### config.mk
export PLATFORM = sky130hd
export DESIGN_NAME = mem_wb_stage
export DESIGN_NICKNAME = d
export VERILOG_FILES = /design/src/rtl/mem_wb_stage.sv
export SDC_FILE = /design/constraint.sdc
export NUM_CORES = 1
export LEC_CHECK = 0
export CORE_UTILIZATION = 52
export DETAILED_ROUTE_END_ITERATION = 12
export PLACE_DENSITY_LB_ADDON = 0.08
export REMOVE_ABC_BUFFERS = 1
export SLEW_MARGIN = 20
export SYNTH_ARGS = -nofsm -noshare
export SYNTH_HDL_FRONTEND = slang
export SYNTH_SLANG_ARGS = --single-unit
### constraint.sdc
create_clock -name rf_clk -period 25.2 [get_ports rf_clk]
set_clock_uncertainty 0.15 [all_clocks]
set_input_delay 5.04 -clock rf_clk [delete_from_list [all_inputs] [get_ports rf_clk]]
set_output_delay 5.04 -clock rf_clk [all_outputs]
set_load 0.03 [all_outputs]
### src/rtl/mem_wb_stage.sv
// MEM->WB pipeline register feeding the register-file write port.
// Non-loads retire one cycle after capture. Loads issue a DRAM read and
// stall the MEM stage until read data returns or the wait counter reaches
// TIMEOUT, in which case the load retires with zero data and flags an error.
// Also keeps a retired-instruction counter and sticky trace error flags.
//
//   state | meaning
//   IDLE  | accepting MEM instructions; non-loads retire on the next edge
//   WAIT  | load issued to DRAM; waiting for dram_rvalid or timeout
module mem_wb_stage #(
  parameter int unsigned TIMEOUT = 255
) (
  input  logic        rf_clk,
  input  logic        rf_rst,
  input  logic        mem_valid,
  input  logic        mem_is_load,
  input  logic [31:0] mem_inst,
  input  logic [31:0] mem_pc4,
  input  logic [31:0] mem_alu_c,
  input  logic [31:0] mem_sext2,
  input  logic [2:0]  mem_wD_sel,
  input  logic        mem_wb_ena,
  input  logic        dram_rvalid,
  input  logic [31:0] dram_rdata,
  output logic        dram_req,
  output logic [31:0] dram_addr,
  output logic        stall_mem,
  output logic [31:0] inst_WB,
  output logic [31:0] pc4,
  output logic [31:0] alu_c,
  output logic [31:0] sext2,
  output logic [31:0] rdo,
  output logic [2:0]  wD_sel,
  output logic        wb_ena,
  output logic        wb_valid,
  output logic [31:0] commit_cnt,
  output logic        err_timeout,
  output logic        err_spurious
);

  typedef enum logic {IDLE = 1'b0, WAIT = 1'b1} state_t;

  localparam logic [7:0] WCNT_MAX = 8'(TIMEOUT);

  state_t      state;
  logic [7:0]  wcnt;

  // load payload held while the DRAM read is outstanding
  logic [31:0] h_inst;
  logic [31:0] h_pc4;
  logic [31:0] h_alu_c;
  logic [31:0] h_sext2;
  logic [2:0]  h_wD_sel;
  logic        h_wb_ena;

  // hold upstream while a load is being issued or is still waiting on data
  assign stall_mem = ((state == IDLE) & mem_valid & mem_is_load) |
                     ((state == WAIT) & ~dram_rvalid & (wcnt != WCNT_MAX));

  // pipeline register, load sequencing FSM, commit counter and error flags
  always_ff @(posedge rf_clk or posedge rf_rst) begin
    if (rf_rst) begin
      state        <= IDLE;
      wcnt         <= '0;
      dram_req     <= 1'b0;
      dram_addr    <= '0;
      inst_WB      <= '0;
      pc4          <= '0;
      alu_c        <= '0;
      sext2        <= '0;
      rdo          <= '0;
      wD_sel       <= '0;
      wb_ena       <= 1'b0;
      wb_valid     <= 1'b0;
      commit_cnt   <= '0;
      err_timeout  <= 1'b0;
      err_spurious <= 1'b0;
      h_inst       <= '0;
      h_pc4        <= '0;
      h_alu_c      <= '0;
      h_sext2      <= '0;
      h_wD_sel     <= '0;
      h_wb_ena     <= 1'b0;
    end else begin
      case (state)
        IDLE: begin
          if (dram_rvalid) err_spurious <= 1'b1;
          if (mem_valid && !mem_is_load) begin
            inst_WB    <= mem_inst;
            pc4        <= mem_pc4;
            alu_c      <= mem_alu_c;
            sext2      <= mem_sext2;
            wD_sel     <= mem_wD_sel;
            rdo        <= '0;
            wb_ena     <= mem_wb_ena;
            wb_valid   <= 1'b1;
            commit_cnt <= commit_cnt + 32'd1;
          end else if (mem_valid) begin
            h_inst    <= mem_inst;
            h_pc4     <= mem_pc4;
            h_alu_c   <= mem_alu_c;
            h_sext2   <= mem_sext2;
            h_wD_sel  <= mem_wD_sel;
            h_wb_ena  <= mem_wb_ena;
            dram_req  <= 1'b1;
            dram_addr <= mem_alu_c;
            wcnt      <= '0;
            wb_ena    <= 1'b0;
            wb_valid  <= 1'b0;
            state     <= WAIT;
          end else begin
            wb_ena   <= 1'b0;
            wb_valid <= 1'b0;
          end
        end
        WAIT: begin
          // data arriving on the timeout cycle wins over the timeout
          if (dram_rvalid || (wcnt == WCNT_MAX)) begin
            inst_WB    <= h_inst;
            pc4        <= h_pc4;
            alu_c      <= h_alu_c;
            sext2      <= h_sext2;
            wD_sel     <= h_wD_sel;
            rdo        <= dram_rvalid ? dram_rdata : 32'd0;
            wb_ena     <= h_wb_ena;
            wb_valid   <= 1'b1;
            commit_cnt <= commit_cnt + 32'd1;
            dram_req   <= 1'b0;
            if (!dram_rvalid) err_timeout <= 1'b1;
            state      <= IDLE;
          end else begin
            wcnt     <= wcnt + 8'd1;
            wb_ena   <= 1'b0;
            wb_valid <= 1'b0;
          end
        end
        default: state <= IDLE;
      endcase
    end
  end

endmodule

# Word-level counts from Yosys, hierarchy flattened
# Cells that the tools add are included.
# W data, S select, Z words.
# classes
addsub,2
n_eq_ne,7
mux,40
bitwise_logic,8
n_reduce_logical,9
# op_table
operator,n
$mux W32,13
$pmux W32 S2,6
$add A32 B1 Y32 const B,1
$mux W8,3
$pmux W8 S2,1
$reduce_and A3 Y1,4
$mux W1,10
$add A8 B1 Y8 const B,1
$eq A8 B8 Y1 const B,1
$ne A8 B8 Y1 const B,1
$pmux W1 S2,4
$mux W3,2
$ne A2 B2 Y1 const B,3
$pmux W3 S2,1
$and A1 B1 Y1,4
$ne A2 B1 Y1 const B,2
$reduce_and A2 Y1,2
$not A1 Y1,3
$logic_and A1 B1 Y1,1
$logic_not A1 Y1,1
$logic_or A1 B1 Y1,1
$or A1 B1 Y1,1
# word_totals
ff_bits,341
inputBits,169
output_inout_bits,233
wordCells,86

# Logic depth before layout (Yosys ltp)
# Gate-level depths: netlist of run 1.
# logic_depth
word_depth,4
mapped_depth,8
depth_no_buf,7

# Least setup slack after synthesis of run 1
# OpenSTA, ideal clock, no wires.
# synth_path
path_kind,input port to output port
startpoint,input port dram_rvalid
endpoint,output port stall_mem
t_arrival_ns,5.860
required_ns,20.010
path_slack_ns,14.150
cell_stages,4
path_buffers,0
cell_sequence,nor2b_1 -> o21ai_0 -> and2_1 -> inv_1
# synth_between
elab_chain_len,4
# synth_lines
item,line,source
"start, declared",23,"input logic dram_rvalid,"
$not A1 Y1 (no source line),-,
$and A1 B1 Y1 (2 in series),58,((state == WAIT) & ~dram_rvalid & (wcnt != WCNT_MAX));
$or A1 B1 Y1,57,assign stall_mem = ((state == IDLE) & mem_valid & mem_is_load) |
"end, declared",27,"output logic stall_mem,"
# Every way passes these cells.

# Final worst setup path of run 1
# layout_path
startpoint,input port mem_is_load
endpoint,output port stall_mem
# layout_between
elab_chain_len,2
# layout_lines
item,line,source
"start, declared",16,"input logic mem_is_load,"
$and A1 B1 Y1,57,
$or A1 B1 Y1,57,
# Every way passes these cells.

==> out/qor.csv, run 1 <==
stage;metric;value;unit
run_status;status;complete, but fails checks;
run_status;violations;design-rule violations;
sta;drv_slew;0;
clocking;cts_sinks;341;
grt;use_met1;0.331;
place;hpwlAfterDp;23.9;mm
final_layout;stdcell_count;2118;
sta;setup_violations;0;
clocking;clock_path_buffers;3;
logic_synthesis;yosysSeqAreaShare;0.610;
sta;rsz0062_at_grt;no;
grt;grt_max_degree;130;
logic_synthesis;ys_ff_latch;341;
hold_path;worstHoldEndpoint;err_spurious$_DFFE_PP0P_;
place;numPortBuffers;401;
final_layout;nFillCells;1884;
clocking;cts-root-buf;clkbuf_16;
final_layout;nets;1923;
grt;grt_util_all_layers;0.272;
grt;grt_pass1_wl;60.2;mm
die;die_area;27600;um^2
clocking;clk_latency;0.50;ns
clocking;clkTransAtPathRegs;0.06;ns
logic_synthesis;avgSynthCellArea;10.1;um^2
detailed_routing;ant_nets;0;
grt;antenna_found_initial;9;
setup_path;ff2ff_setup_slack;20.69;ns
die;initial_utilization;0.534;
grt;met3_usage;0.0898;
final_layout;post-route-util;0.740;
setup_path;r2r_end;sext2[29]$_DFFE_PP0P_;
final_layout;multi_input_area;5130;um^2
detailed_routing;drt-vias-per-instance;5.22;
sta;fin_crit_sh;0.497;
pwr;peakVddDrop;0.0664;mV
grt;overflow;0;
logic_synthesis;syn_area;14000;um^2
grt;grt_pass1_vias;11100;
setup_path;worstPathRequired;20.01;ns
setup_path;cp_max_fo;76;
place;routabilityCongestion;0.793;
setup_path;cp-start-kind;input port;
grt;busiest_layer;met2;
clocking;cts_hold_buf;0;
sta;hold_viol_final;0;
sta;fin_crit;12.51;ns
pwr;p_per_area;91.1;nW/um^2
place;dp_cells;2048;
detailed_routing;vias;11100;
clocking;cts_tree;done;
hold_path;hold_start;err_spurious$_DFFE_PP0P_;
sta;slew_headroom;0.290;
clocking;cts_setup_buffers;0;
clocking;cts_inserted_buffers;37;
final_layout;drive_above_1_share;0.0411;
hold_path;holdPathStages;1;
final_layout;final_cell_mix;546 x nand2_1, 401 x clkdlybuf4s50_1, 340 x dfrtp_1;
final_layout;ff_latch_area;8540;um^2
setup_path;cp-end-kind;output pin;
final_layout;final_common_cell;nand2_1;
logic_synthesis;synth_warnings;0;
setup_path;crit_type;in2out;
die;coreArea;26200;um^2
setup_path;crit_arrival;7.32;ns
final_layout;area_growth;38.5;%
sta;tns;0;ns
clocking;cts_htree_levels;2;
run;drv_cap;0;
grt;use_met2;0.448;
die;fp.dieW;166;um
logic_synthesis;synthCells;1382;
detailed_routing;drc;32;
setup_path;timing.rr.start;state$_DFF_PP0_;
sta;worst_pin_slew;1.07;ns
hold_path;holdCritPathClass;reg2reg;
detailed_routing;wire_per_inst;17.3;um
clocking;cts-resized-gates;0;
die;io_pins;402;
die;die_y;166;um
detailed_routing;drt_pass1_iterations;8;
die;rows;59;
pwr;p_leak;9.10;nW
setup_path;r2r.worst_path.cells;6;
sta;max_freq;0.0799;GHz
detailed_routing;first_iter_violations;713;
logic_synthesis;ys_types;29;
detailed_routing;wl;36.6;mm
per-layer routing:
layer  up-vias  wire (um)
li1       5299          -
met3        79       3420
met4         6       1270
met5         -         40
met1      5328      14200
met2       339      17700
synthesized netlist by cell type, drive strengths merged:
library cell	n	area share
and3	12	0.0054
nor2	10	0.0027
nor3b	1	0.00054
clkbuf	55	0.015
inv	7	0.0019
a22o	32	0.020
xor2	7	0.0044
nand3	18	0.0064
a311oi	1	0.0011
nor2b	1	0.00045
a21o	2	0.0011
buf	27	0.0094
or3	1	0.00045
o21ai	138	0.049
and4	6	0.0038
nand2	546	0.15
nand3b	1	0.00054
nor4	4	0.0039
mux2i	131	0.094
and2	2	0.00089
a21oi	1	0.00036
dfrtp	341	0.61
xnor2	28	0.018
nand4	8	0.0036
ha	2	0.0018
cells by family after synthesis:
group           share of synthesized area
compound gates                     0.0719
xor+xnor                           0.0219
fa+ha+maj                         0.00179
buf+inv                            0.0261
flops                               0.610
mux                                0.0937
simple gates                        0.175
critical path: stages:
cell and delay, ns:
clkdlybuf4s50_1 0.48, nand3_4 0.11, buf_4 0.63, and2_1 0.31, inv_1 0.05, clkdlybuf4s50_1 0.62
how the worst max path moves through the flow:
stage / end / start / cells past startpoint / slack [ns]
after floorplan: commit_cnt[26]$_DFFE_PP0P_ / state$_DFF_PP0_ / 4 / 8.38
after global placement: stall_mem / mem_is_load / 6 / 12.65
after detailed placement: stall_mem / mem_is_load / 6 / 12.67
after CTS: stall_mem / mem_is_load / 6 / 12.67
after global routing: stall_mem / mem_is_load / 6 / 12.54
final: stall_mem / mem_is_load / 6 / 12.69
stage by stage:
step | worst slack (ns) | cell area [um^2] | hold WS [ns] | power (mW)
floorplan | 8.38 | 13700 | 0.295 | 1.04
global placement | 12.65 | 18200 | 0.290 | 1.26
detailed placement | 12.67 | 18200 | 0.294 | 1.27
CTS | 12.67 | 19400 | 0.307 | 1.78
global route | 12.54 | 19400 | 0.323 | 1.85
finish | 12.69 | 19400 | 0.306 | 1.77
power breakdown:
group	internal, mW	total, mW	switching, mW	leakage, nW
logic	0.220	0.537	0.317	4.22
clock network	0.299	0.505	0.206	0.567
registers	0.657	0.725	0.0675	4.31
total	1.18	1.77	0.590	9.10
cell type report:
type,count,share of cell area
flip-flops and latches,341,0.441
clock inverters,7,0.00181
clock buffers,57,0.0568
well taps,335,0.0216
repair buffers,413,0.212
diodes,6,0.000775
inverters,7,0.00174
multi-input cells,952,0.265
Power figures use the tool's default switching activity.
==> inputs of run 2 (changes only) <==
CORE_UTILIZATION = 43   (was 52)
clock period = 11.4 ns   (was 25.2 ns; I/O delays follow)
==> out/qor.csv, run 2 (synthesized netlist as in run 1, its figures left out) <==
stage;metric;value;unit;change
setup_path;crit_arrival;4.77;ns;was 7.32 ns
detailed_routing;drt_pass1_iterations;4;;was 8
grt;grt_util_all_layers;0.219;;was 0.272
clocking;cts-root-buf;clkbuf_16;;unchanged
sta;fin_crit;7.20;ns;
clocking;cts_setup_buffers;0;;unchanged
sta;worst_pin_slew;1.12;ns;was 1.07 ns
setup_path;worstPathRequired;8.97;ns;was 20.01 ns
place;numPortBuffers;401;;unchanged
pwr;finalPower;4.02;mW;was 1.77 mW
grt;grt_max_degree;269;;was 130
sta;slew_headroom;0.255;;was 0.290
place;routabilityCongestion;0.809;;was 0.793
pwr;peakVddDrop;0.210;mV;was 0.0664 mV
die;io_pins;402;;unchanged
clocking;cts-resized-gates;0;;unchanged
hold_path;holdCritPathClass;reg2reg;;unchanged
final_layout;drive_above_1_share;0.0438;;was 0.0411
clocking;cts_tree;done;;unchanged
setup_path;crit_type;in2out;;unchanged
detailed_routing;first_iter_violations;470;;was 713
pwr;p_per_area;205;nW/um^2;was 91.1 nW/um^2
sta;drv_slew;0;;unchanged
clocking;clock_path_buffers;3;;unchanged
detailed_routing;wl;36.3;mm;was 36.6 mm
clocking;cts_hold_buf;0;;unchanged
clocking;cts_htree_levels;2;;unchanged
final_layout;final_cell_mix;546 x nand2_1, 401 x clkdlybuf4s50_1, 340 x dfrtp_1;;unchanged
detailed_routing;ant_nets;0;;unchanged
detailed_routing;drt-vias-per-instance;4.86;;was 5.22
sta;hold_viol_final;0;;unchanged
sta;fin_crit_sh;0.632;;
clocking;cts_inserted_buffers;39;;was 37
sta;rsz0062_at_grt;no;;unchanged
pwr;p_leak;9.16;nW;was 9.10 nW
die;die_area;33300;um^2;was 27600 um^2
place;dp_cells;2145;;was 2048
detailed_routing;drc;0;;was 32
setup_path;cp_max_fo;64;;was 76
die;rows;65;;was 59
detailed_routing;vias;10800;;was 11100
grt;grt_pass1_wl;58.1;mm;was 60.2 mm
setup_path;cp-start-kind;input port;;unchanged
die;die_y;182;um;was 166 um
sta;tns;0;ns;unchanged
sta;max_freq;0.139;GHz;
place;hpwlAfterDp;23.0;mm;was 23.9 mm
sta;setup_violations;0;;unchanged
run;drv_cap;0;;unchanged
grt;grt_pass1_vias;10700;;was 11100
die;initial_utilization;0.440;;was 0.534
die;coreArea;31800;um^2;was 26200 um^2
grt;overflow;0;;unchanged
clocking;clk_latency;0.52;ns;was 0.50 ns
final_layout;nets;1922;;was 1923
final_layout;area_growth;40.3;%;was 38.5%
grt;antenna_found_initial;5;;was 9
hold_path;holdPathStages;1;;unchanged
final_layout;stdcell_count;2218;;was 2118
run_status;status;completed;;was complete, but fails checks
detailed_routing;wire_per_inst;16.4;um;was 17.3 um
setup_path;cp-end-kind;output pin;;unchanged
clocking;clkTransAtPathRegs;0.06;ns;about the same
final_layout;final_common_cell;nand2_1;;unchanged
setup_path;r2r.worst_path.cells;5;;was 6
die;fp.dieW;182;um;was 166 um
clocking;cts_sinks;341;;unchanged
-- run 2: final cells by class --
class | instances | area, um^2
clock buffer | 53 | 1110
fill | 2733 | 12200
antenna | 4 | 10.0
tap | 435 | 544
inverter | 7 | 33.8
multi-input combinational | 952 | 5130
clock inverter | 16 | 173
timing repair buffer | 410 | 4110
sequential | 341 | 8540
-- run 2: per-stage QoR --
stage	instance area [um^2]	worst slack, ns	hold slack (ns)	util
after global routing	19600	4.01	0.316	0.618
after global placement	18300	4.13	0.296	0.577
after detailed placement	18300	4.11	0.295	0.577
final	19600	4.20	0.305	0.618
after CTS	19600	4.10	0.308	0.617
after floorplan	13700	-5.42	0.295	-
-- run 2: path summary, 6_finish.rpt --
kind                                               from                       to  slack (ns)
worst max-delay path                        mem_is_load                stall_mem        4.20
worst min-delay path            err_timeout$_DFFE_PP0P_  err_timeout$_DFFE_PP0P_        0.30
worst max register to register          state$_DFF_PP0_   h_sext2[5]$_DFFE_PP0P_        8.29
worst min register to register  err_timeout$_DFFE_PP0P_  err_timeout$_DFFE_PP0P_        0.30
max in group asynchronous                        rf_rst  inst_WB[23]$_DFFE_PP0P_        7.47
min in group asynchronous                        rf_rst  h_alu_c[25]$_DFFE_PP0P_        2.14
-- run 2: worst max-delay path, stage by stage --
cell and delay [ns]:
clkdlybuf4s50_1 0.56, nand3_4 0.64, and2_1 0.46, inv_1 0.12, clkdlybuf4s50_1 0.70
-- run 2: report_power, final --
part           switching, mW  total, mW  internal [mW]  leakage, nW
Clock                  0.492       1.24          0.751        0.637
Combinational          0.689       1.17          0.486         4.21
Sequential             0.148       1.60           1.45         4.31
Total                   1.33       4.02           2.69         9.16
-- run 2: per-layer routing --
layer | vias up | wire length, um | global-route usage
met4 | 2 | 735 | 0.0629
met1 | 5131 | 15500 | 0.280
li1 | 5287 | - | -
met2 | 307 | 16800 | 0.353
met3 | 54 | 3250 | 0.0750
met5 | - | 13 | 0
==> inputs of run 3 (changes only) <==
CORE_UTILIZATION = 48   (was 43)
clock period = 7.05 ns   (was 11.4 ns; I/O delays follow)
==> out/qor.csv, run 3 (synthesized netlist as in run 1, its figures left out) <==
stage;metric;value;unit;change
die;coreArea;28700;um^2;was 31800 um^2
clocking;cts_sinks;341;;unchanged
sta;max_freq;0.199;GHz;
hold_path;holdPathStages;2;;was 1
clocking;clk_latency;0.52;ns;about the same
run;drv_cap;0;;unchanged
sta;rsz0062_at_grt;no;;unchanged
die;die_area;29800;um^2;was 33300 um^2
setup_path;cp-end-kind;output pin;;unchanged
grt;grt_util_all_layers;0.243;;was 0.219
place;routabilityCongestion;0.798;;was 0.809
detailed_routing;wire_per_inst;16.7;um;was 16.4 um
clocking;cts_hold_buf;0;;unchanged
grt;grt_max_degree;246;;was 269
detailed_routing;first_iter_violations;615;;was 470
pwr;finalPower;6.54;mW;was 4.02 mW
clocking;clock_path_buffers;3;;unchanged
setup_path;crit_arrival;3.46;ns;was 4.77 ns
die;rows;62;;was 65
detailed_routing;drc;0;;unchanged
detailed_routing;drt-vias-per-instance;5.02;;was 4.86
final_layout;final_common_cell;nand2_1;;unchanged
setup_path;crit_top_cell;clkdlybuf4s50_1;;unchanged
setup_path;slowest_stage;clkdlybuf4s50_1;;unchanged
clocking;cts_setup_buffers;0;;unchanged
setup_path;r2r.worst_path.cells;4;;was 5
die;die_y;173;um;was 182 um
hold_path;hold_start;h_pc4[24]$_DFFE_PP0P_;;was err_timeout$_DFFE_PP0P_
setup_path;cp-start-kind;input port;;unchanged
setup_path;crit_path_cell_trace;clkdlybuf4s50_1 -> nor2b_1 -> o21ai_0 -> and2_1 -> inv_1 -> clkdlybuf4s50_1;;was clkdlybuf4s50_1 -> nand3_4 -> and2_1 -> inv_1 -> clkdlybuf4s50_1
grt;antenna_found_initial;7;;was 5
place;hpwlAfterDp;23.5;mm;was 23.0 mm
final_layout;nets;1925;;was 1922
final_layout;post-route-util;0.684;;was 0.618
setup_path;ff2ff_setup_slack;3.64;ns;was 8.29 ns
final_layout;area_growth;40.2;%;was 40.3%
sta;fin_crit_sh;0.712;;
detailed_routing;vias;10900;;was 10800
die;fp.dieW;173;um;was 182 um
setup_path;r2r_end;alu_c[22]$_DFFE_PP0P_;;was h_sext2[5]$_DFFE_PP0P_
sta;setup_violations;0;;unchanged
setup_path;cp_max_fo;6;;was 64
grt;overflow;0;;unchanged
clocking;cts-resized-gates;0;;unchanged
setup_path;crit_buf_inv;3;;unchanged
place;dp_cells;2098;;was 2145
clocking;cts_htree_levels;2;;unchanged
pwr;p_leak;9.18;nW;was 9.16 nW
sta;worst_pin_slew;1.05;ns;was 1.12 ns
sta;fin_crit;5.02;ns;
setup_path;critical-path-top-delay-family;buffers and inverters;;unchanged
clocking;cts_tree;done;;unchanged
sta;hold_viol_final;0;;unchanged
pwr;p_per_area;333;nW/um^2;was 205 nW/um^2
place;pre_cts_ws;2.06;ns;was 4.11 ns
die;io_pins;402;;unchanged
clocking;clkTransAtPathRegs;0.06;ns;about the same
sta;slew_headroom;0.301;;was 0.255
final_layout;stdcell_count;2170;;was 2218
pwr;peakVddDrop;0.207;mV;was 0.210 mV
detailed_routing;ant_nets;0;;unchanged
grt;grt_pass1_wl;58.2;mm;was 58.1 mm
sta;layout_setup_ws;2.03;ns;was 4.20 ns
grt;grt_pass1_vias;10800;;was 10700
clocking;cts-root-buf;clkbuf_16;;unchanged
die;initial_utilization;0.488;;was 0.440
place;numPortBuffers;401;;unchanged
setup_path;worstPathRequired;5.49;ns;was 8.97 ns
setup_path;timing.rr.start;state$_DFF_PP0_;;unchanged
sta;drv_slew;0;;unchanged
setup_path;slowest_delay;0.67;ns;was 0.70 ns
final_layout;drive_above_1_share;0.0438;;unchanged
detailed_routing;drt_pass1_iterations;4;;unchanged
setup_path;crit_type;in2out;;unchanged
sta;tns;0;ns;unchanged
run_status;status;completed;;unchanged
clocking;cts_inserted_buffers;38;;was 39
hold_path;holdCritPathClass;reg2reg;;unchanged
hold_path;worstHoldEndpoint;h_pc4[24]$_DFFE_PP0P_;;was err_timeout$_DFFE_PP0P_
detailed_routing;wl;36.2;mm;was 36.3 mm
final_layout;final_cell_mix;546 x nand2_1, 401 x clkdlybuf4s50_1, 340 x dfrtp_1;;unchanged
==> run 3: changes by cell type in the layout (fill, tap and decap cells not counted), sizes merged, moves of 3 or more <==
cell | before | now
clkbuf | 53 | 56
buf | 9 | 13
diode | 4 | 7
clkinv | 11 | 5
==> run 3: metal layers <==
metal / global-route usage / wire [um] / vias to the layer above
li1: - / - / 5297
met1: 0.307 / 14900 / 5221
met2: 0.394 / 17300 / 315
met3: 0.0776 / 2970 / 69
met4: 0.0855 / 1050 / 2
met5: 0 / 8 / -
==> run 3: how the worst max path moves through the flow <==
stage / from / endpoint / slack (ns) / cells past startpoint
after global routing: dram_rvalid / stall_mem / 1.89 / 6
after detailed placement: dram_rvalid / stall_mem / 2.06 / 6
after CTS: dram_rvalid / stall_mem / 2.05 / 6
after global placement: dram_rvalid / stall_mem / 2.14 / 6
after floorplan: state$_DFF_PP0_ / commit_cnt[26]$_DFFE_PP0P_ / -9.77 / 4
final: dram_rvalid / stall_mem / 2.03 / 6
==> run 3: stage by stage <==
step	instance area, um^2	hold slack, ns
after floorplan	13700	0.295
after global placement	18300	0.306
after detailed placement	18300	0.312
after CTS	19600	0.326
after global routing	19600	0.343
final	19600	0.321
==> run 3: cell type report <==
type	count	area, um^2
antenna	7	17.5
clock buffer	56	1160
clock inverter	9	145
fill	2273	9070
inverter	7	33.8
multi-input combinational	952	5130
sequential	341	8540
tap	384	480
timing repair buffer	414	4120
==> run 3: report_power, final <==
group	leakage (nW)	internal (mW)	switching, mW
registers	4.31	2.35	0.241
clock network	0.647	1.28	0.762
logic	4.23	0.786	1.12
total	9.18	4.42	2.12
==> run 3: worst reg2reg max path, cell delays in order (launching register included) <==
cell	delay, ns
dfrtp_4	0.78
buf_4	0.87
buf_4	1.03
mux2i_1	0.30
o21ai_0	0.11
